<file path="src/rtl/jtag_types_pkg.sv">
// Shared JTAG types: TAP state encoding (IEEE 1149.1 table codes) and reset constant.
// Used by tap_controller, instruction_reg and the data registers.
package jtag_types_pkg;

  localparam int TAP_STATE_W = 4;

  typedef enum logic [TAP_STATE_W-1:0] {
    TAP_EX2_DR   = 4'h0,
    TAP_EX1_DR   = 4'h1,
    TAP_SH_DR    = 4'h2,
    TAP_PAUSE_DR = 4'h3,
    TAP_SEL_IR   = 4'h4,
    TAP_UPD_DR   = 4'h5,
    TAP_CAP_DR   = 4'h6,
    TAP_SEL_DR   = 4'h7,
    TAP_EX2_IR   = 4'h8,
    TAP_EX1_IR   = 4'h9,
    TAP_SH_IR    = 4'hA,
    TAP_PAUSE_IR = 4'hB,
    TAP_RTI      = 4'hC,
    TAP_UPD_IR   = 4'hD,
    TAP_CAP_IR   = 4'hE,
    TAP_TLR      = 4'hF
  } tap_state_t;

  localparam tap_state_t TAP_TLR_RESET = TAP_TLR;

endpackage

</file>
<file path="src/rtl/tap_tdo_stage.sv">
// TDO source mux and driver enable; with JTAG_TDO_NEGEDGE_EN defined the outputs
// are re-timed on the falling edge of TCK, otherwise they are purely combinational.
module tap_tdo_stage
  import jtag_types_pkg::*;
#(
  parameter logic TDO_IDLE = 1'b0
) (
`ifdef JTAG_TDO_NEGEDGE_EN
  input  logic       tck,
  input  logic       trst,
`endif
  input  tap_state_t state,
  input  logic       ir_tdo,
  input  logic       dr_tdo,
  output logic       tdo,
  output logic       tdo_en
);

  logic tdo_mux;
  logic en_mux;

  always_comb begin
    tdo_mux = TDO_IDLE;
    en_mux  = 1'b0;
    if (state == TAP_SH_IR) begin
      tdo_mux = ir_tdo;
      en_mux  = 1'b1;
    end else if (state == TAP_SH_DR) begin
      tdo_mux = dr_tdo;
      en_mux  = 1'b1;
    end
  end

`ifdef JTAG_TDO_NEGEDGE_EN
  always_ff @(negedge tck or negedge trst) begin
    if (!trst) begin
      tdo    <= TDO_IDLE;
      tdo_en <= 1'b0;
    end else begin
      tdo    <= tdo_mux;
      tdo_en <= en_mux;
    end
  end
`else
  assign tdo    = tdo_mux;
  assign tdo_en = en_mux;
`endif

endmodule

</file>
<file path="src/rtl/tap_controller.sv">
// IEEE 1149.1 TAP controller: 16-state FSM on TCK/TMS with Moore-decoded strobes.
// TDO timing selected by JTAG_TDO_NEGEDGE_EN (see tap_tdo_stage).
//
// state    | meaning
// TLR   F  | test-logic reset, test logic held in reset
// RTI   C  | run-test/idle
// SEL_x    | select DR (7) / IR (4) scan branch
// CAP_x    | capture into DR (6) / IR (E)
// SH_x     | shift DR (2) / IR (A), TDO driven
// EX1_x    | exit1 DR (1) / IR (9)
// PAUSE_x  | pause DR (3) / IR (B)
// EX2_x    | exit2 DR (0) / IR (8)
// UPD_x    | update DR (5) / IR (D)
module tap_controller
  import jtag_types_pkg::*;
#(
  parameter int   STATE_W  = TAP_STATE_W,
  parameter logic TDO_IDLE = 1'b0
) (
  input  logic               TCK,
  input  logic               TRST,
  input  logic               TMS,
  input  logic               ir_tdo,
  input  logic               dr_tdo,
  output logic [STATE_W-1:0] state,
  output logic               tlr_reset,
  output logic               test_reset,
  output logic               ir_capture,
  output logic               ir_shift,
  output logic               ir_update,
  output logic               dr_capture,
  output logic               dr_shift,
  output logic               dr_update,
  output logic               select_ir,
  output logic               TDO,
  output logic               TDO_EN
);

  tap_state_t state_q;
  tap_state_t state_d;

  always_ff @(posedge TCK or negedge TRST) begin
    if (!TRST) state_q <= TAP_TLR_RESET;
    else       state_q <= state_d;
  end

  always_comb begin
    state_d = state_q;
    unique case (state_q)
      TAP_TLR:      state_d = TMS ? TAP_TLR      : TAP_RTI;
      TAP_RTI:      state_d = TMS ? TAP_SEL_DR   : TAP_RTI;
      TAP_SEL_DR:   state_d = TMS ? TAP_SEL_IR   : TAP_CAP_DR;
      TAP_SEL_IR:   state_d = TMS ? TAP_TLR      : TAP_CAP_IR;
      TAP_CAP_DR:   state_d = TMS ? TAP_EX1_DR   : TAP_SH_DR;
      TAP_SH_DR:    state_d = TMS ? TAP_EX1_DR   : TAP_SH_DR;
      TAP_EX1_DR:   state_d = TMS ? TAP_UPD_DR   : TAP_PAUSE_DR;
      TAP_PAUSE_DR: state_d = TMS ? TAP_EX2_DR   : TAP_PAUSE_DR;
      TAP_EX2_DR:   state_d = TMS ? TAP_UPD_DR   : TAP_SH_DR;
      TAP_UPD_DR:   state_d = TMS ? TAP_SEL_DR   : TAP_RTI;
      TAP_CAP_IR:   state_d = TMS ? TAP_EX1_IR   : TAP_SH_IR;
      TAP_SH_IR:    state_d = TMS ? TAP_EX1_IR   : TAP_SH_IR;
      TAP_EX1_IR:   state_d = TMS ? TAP_UPD_IR   : TAP_PAUSE_IR;
      TAP_PAUSE_IR: state_d = TMS ? TAP_EX2_IR   : TAP_PAUSE_IR;
      TAP_EX2_IR:   state_d = TMS ? TAP_UPD_IR   : TAP_SH_IR;
      TAP_UPD_IR:   state_d = TMS ? TAP_SEL_DR   : TAP_RTI;
      default:      state_d = TAP_TLR_RESET;
    endcase
  end

  // Strobes decode the registered state only, so they are glitch-free for
  // the negedge update latches downstream.
  assign state      = STATE_W'(state_q);
  assign tlr_reset  = (state_q == TAP_TLR);
  assign test_reset = tlr_reset | ~TRST;
  assign ir_capture = (state_q == TAP_CAP_IR);
  assign ir_shift   = (state_q == TAP_SH_IR);
  assign ir_update  = (state_q == TAP_UPD_IR);
  assign dr_capture = (state_q == TAP_CAP_DR);
  assign dr_shift   = (state_q == TAP_SH_DR);
  assign dr_update  = (state_q == TAP_UPD_DR);
  assign select_ir  = state_q inside {TAP_SEL_IR, TAP_CAP_IR, TAP_SH_IR, TAP_EX1_IR,
                                      TAP_PAUSE_IR, TAP_EX2_IR, TAP_UPD_IR};

  tap_tdo_stage #(.TDO_IDLE(TDO_IDLE)) u_tdo_stage (
`ifdef JTAG_TDO_NEGEDGE_EN
    .tck    (TCK),
    .trst   (TRST),
`endif
    .state  (state_q),
    .ir_tdo (ir_tdo),
    .dr_tdo (dr_tdo),
    .tdo    (TDO),
    .tdo_en (TDO_EN)
  );

endmodule

</file>
<file path="config.mk">
export PLATFORM = sky130hd
export DESIGN_NAME = tap_controller
export DESIGN_NICKNAME = d
export VERILOG_FILES = /design/src/rtl/jtag_types_pkg.sv /design/src/rtl/tap_tdo_stage.sv /design/src/rtl/tap_controller.sv
export SDC_FILE = /design/constraint.sdc
export NUM_CORES = 1
export LEC_CHECK = 0
export CORE_AREA = 2 2 39 41
export DETAILED_ROUTE_END_ITERATION = 8
export DIE_AREA = 0 0 41 43
export GPL_ROUTABILITY_DRIVEN = 0
export GPL_TIMING_DRIVEN = 0
export PLACE_DENSITY = 0.59
export SYNTH_ARGS = -nofsm -noshare
export SYNTH_HDL_FRONTEND = slang
export SYNTH_SLANG_ARGS = --single-unit
</file>
<file path="constraint.sdc">
create_clock -name TCK -period 2 [get_ports TCK]
set_clock_uncertainty 0.1 [all_clocks]
set_input_delay 0.4 -clock TCK [delete_from_list [all_inputs] [get_ports TCK]]
set_output_delay 0.4 -clock TCK [all_outputs]
set_load 0.02 [all_outputs]
</file>
==> flow_summary.ini <==
[worst_setup_path]
critPathKind = reg -> out
crit_fanout = 7
reg2reg_depth = 4
r2r_slack_ps = 620
worstReg2RegStart = state[0]
reg2reg_to = state[1]
crit_required_ps = 1500
crit_arrival_ps = 1500
endpoint_kind = output port
cp-start-kind = register

[floorplan]
dieArea_mm2 = 0.00176
die-height_um = 43
start_util_pct = 24.0
chipWidth_um = 41
coreArea_mm2 = 0.00138
row_count = 14
ios = 20

[logic_synthesis]
yosys_warnings = 0
synth_area_per_cell_um2 = 7.89
synth_cell_types = 20
syn-num-nets = 47
synthCells = 42
ys_seq_area_share_pct = 31.7
ys_seq_elements = 4
syn_area_um2 = 332

[final_layout]
diodes = 0
final_cell_area_um2 = 581
postLayoutCoreUtil_pct = 42.0
nets = 75
n_fill_cell = 147
multiInputGateArea_um2 = 195
layout_commonest_cell = nor2_1
largest_reg_flops = 4
area_growth_pct = 75.1
final_cell_mix = nor2_1 (8), clkdlybuf4s50_1 (7), buf_4 (6)
drive_gt1_share_pct = 42.6
regArea_um2 = 105

[clock_network]
clock_latency_ps = 230
cts_sinks = 4
clk_pin_slew_worst_paths_ps = 40
hold_buffers = 0
cts_buffer_depth = 2
cts_tree = done
root_buffer = clkbuf_4
cts_max_level = 1
cts_buffers = 3

[run_status]
status = finished clean

[sta]
finalCriticalPeriod_ps = 2000
period_share_pct = 99.8
hold_viol_final = 0
worst_pin_slew_ps = 222
timing.final.ws_setup_ps = 4.07
fmax_ghz = 0.501
finalSetupViolCount = 0
maxSlewHeadroom_pct = 85.1
slew_violations = 0
rsz0062_at_grt = yes

[power]
leakagePower_nw = 0.296
switching_share_pct = 46.6
power_switching_mw = 0.477
comb_power_share_pct = 71.7
pwr-share-clk_pct = 9.6
finalPower_mw = 1.02
power_density_mw_per_mm2 = 1760
p_seq_share_pct = 18.7
cellInternalPower_mw = 0.546
peakVddDrop_v = 0.000548

[global_route]
grt_pass1_wl_um = 1350
grt_usage_pct = 11.4
grt_max_degree = 11
antenna_found_initial = 0
grt_pass1_vias = 325
grt-ovfl-total = 0

[run]
max_cap_violations = 0

[drt]
wire_per_inst_um = 10.8
via_per_inst = 4.88
vias = 410
wl_met1_um = 352
first_pass_iters = 4
top_layer = met4
wirelength_um = 908
route.detailed.drc = 0
antenna_left = 0
met2_length_um = 456
wl_met3_um = 87
drt_iter0_markers = 10

[placed_design]
dpl-instance-area_um2 = 542
place_hpwl_um = 642
place_ws_ps = -191
place.port_buffers = 19

[worst_hold_path]
hold_path.class = in -> async
## cell type report
| type | count | share of cell area, % |
|---|---|---|
| plain buffers | 3 | 5.60 |
| clock buffers | 3 | 3.88 |
| inverters | 4 | 2.59 |
| multi-input cells | 31 | 33.6 |
| flip-flops and latches | 4 | 18.1 |
| well taps | 16 | 3.45 |
| repair buffers | 23 | 32.8 |
## worst max-delay path: stages, from the launching register on
cell and delay [ps]:
dfstp_2 520, buf_6 110, nand2b_4 170, nand2_4 60, a22o_2 240, buf_2 150
## metal layers
layer	global-route usage, %	vias to the layer above
li1	-	197
met2	14.7	23
met1	14.8	188
met3	1.57	2
met5	0	-
met4	12.0	0
## power groups by stage
stage               Sequential [mW]  Clock [mW]  Combinational, mW
CTS                           0.193       0.105              0.669
floorplan                     0.234           0              0.400
global route                  0.200       0.106              0.794
global placement              0.194           0              0.705
detailed placement            0.192           0              0.704
finish                        0.191      0.0983              0.733
## Yosys cell counts
master / number / area [um^2]
a31oi_1: 1 / 6.26
o22ai_1: 1 / 6.26
a211oi_1: 1 / 7.51
a21oi_1: 2 / 10.0
dfstp_2: 4 / 105
nand2b_1: 2 / 12.5
a221o_1: 1 / 10.0
inv_1: 4 / 15.0
o21ai_0: 3 / 15.0
nor3_1: 3 / 15.0
nor2_1: 8 / 30.0
nand2_4: 1 / 11.3
mux2i_1: 1 / 10.0
nand2_1: 4 / 15.0
clkbuf_8: 1 / 13.8
a41oi_1: 1 / 8.76
buf_6: 1 / 11.3
buf_2: 1 / 5.00
a22o_2: 1 / 10.0
nand2b_4: 1 / 13.8
## cell families after synthesis
logic type             after synthesis  synth area share (%)
DFF                                  4                  31.7
buffers and inverters                7                  13.6
muxes                                1                  3.02
AOI/OAI and AO/OA                   11                  22.3
and+or+nand+nor                     19                  29.4
## how the worst max path moves through the flow
stage | startpoint | end | slack [ps] | depth (start not counted)
global placement | state[2] | select_ir | -200 | 5
finish | state[0] | select_ir | 4 | 5
global route | state[0] | select_ir | -40 | 5
detailed placement | ir_tdo | TDO | -190 | 4
floorplan | state[3] | test_reset | 120 | 3
CTS | state[0] | select_ir | -30 | 5
## stage by stage
stage / TNS, ps / hold slack (ps) / cells
global route: -42.2 / 524 / 84
detailed placement: -827 / 513 / 77
finish: 0 / 506 / 84
CTS: -26.9 / 509 / 80
global placement: -813 / 507 / 77
floorplan: 0 / 152 / 42
## repair_timing
| item | in CTS | in global routing |
|---|---|---|
| gates resized for setup | 28 | 16 |
| setup endpoints to repair | 11 | 9 |
| buffers inserted | 0 | 4 |
Note: power is estimated with default switching activity, not from simulation.
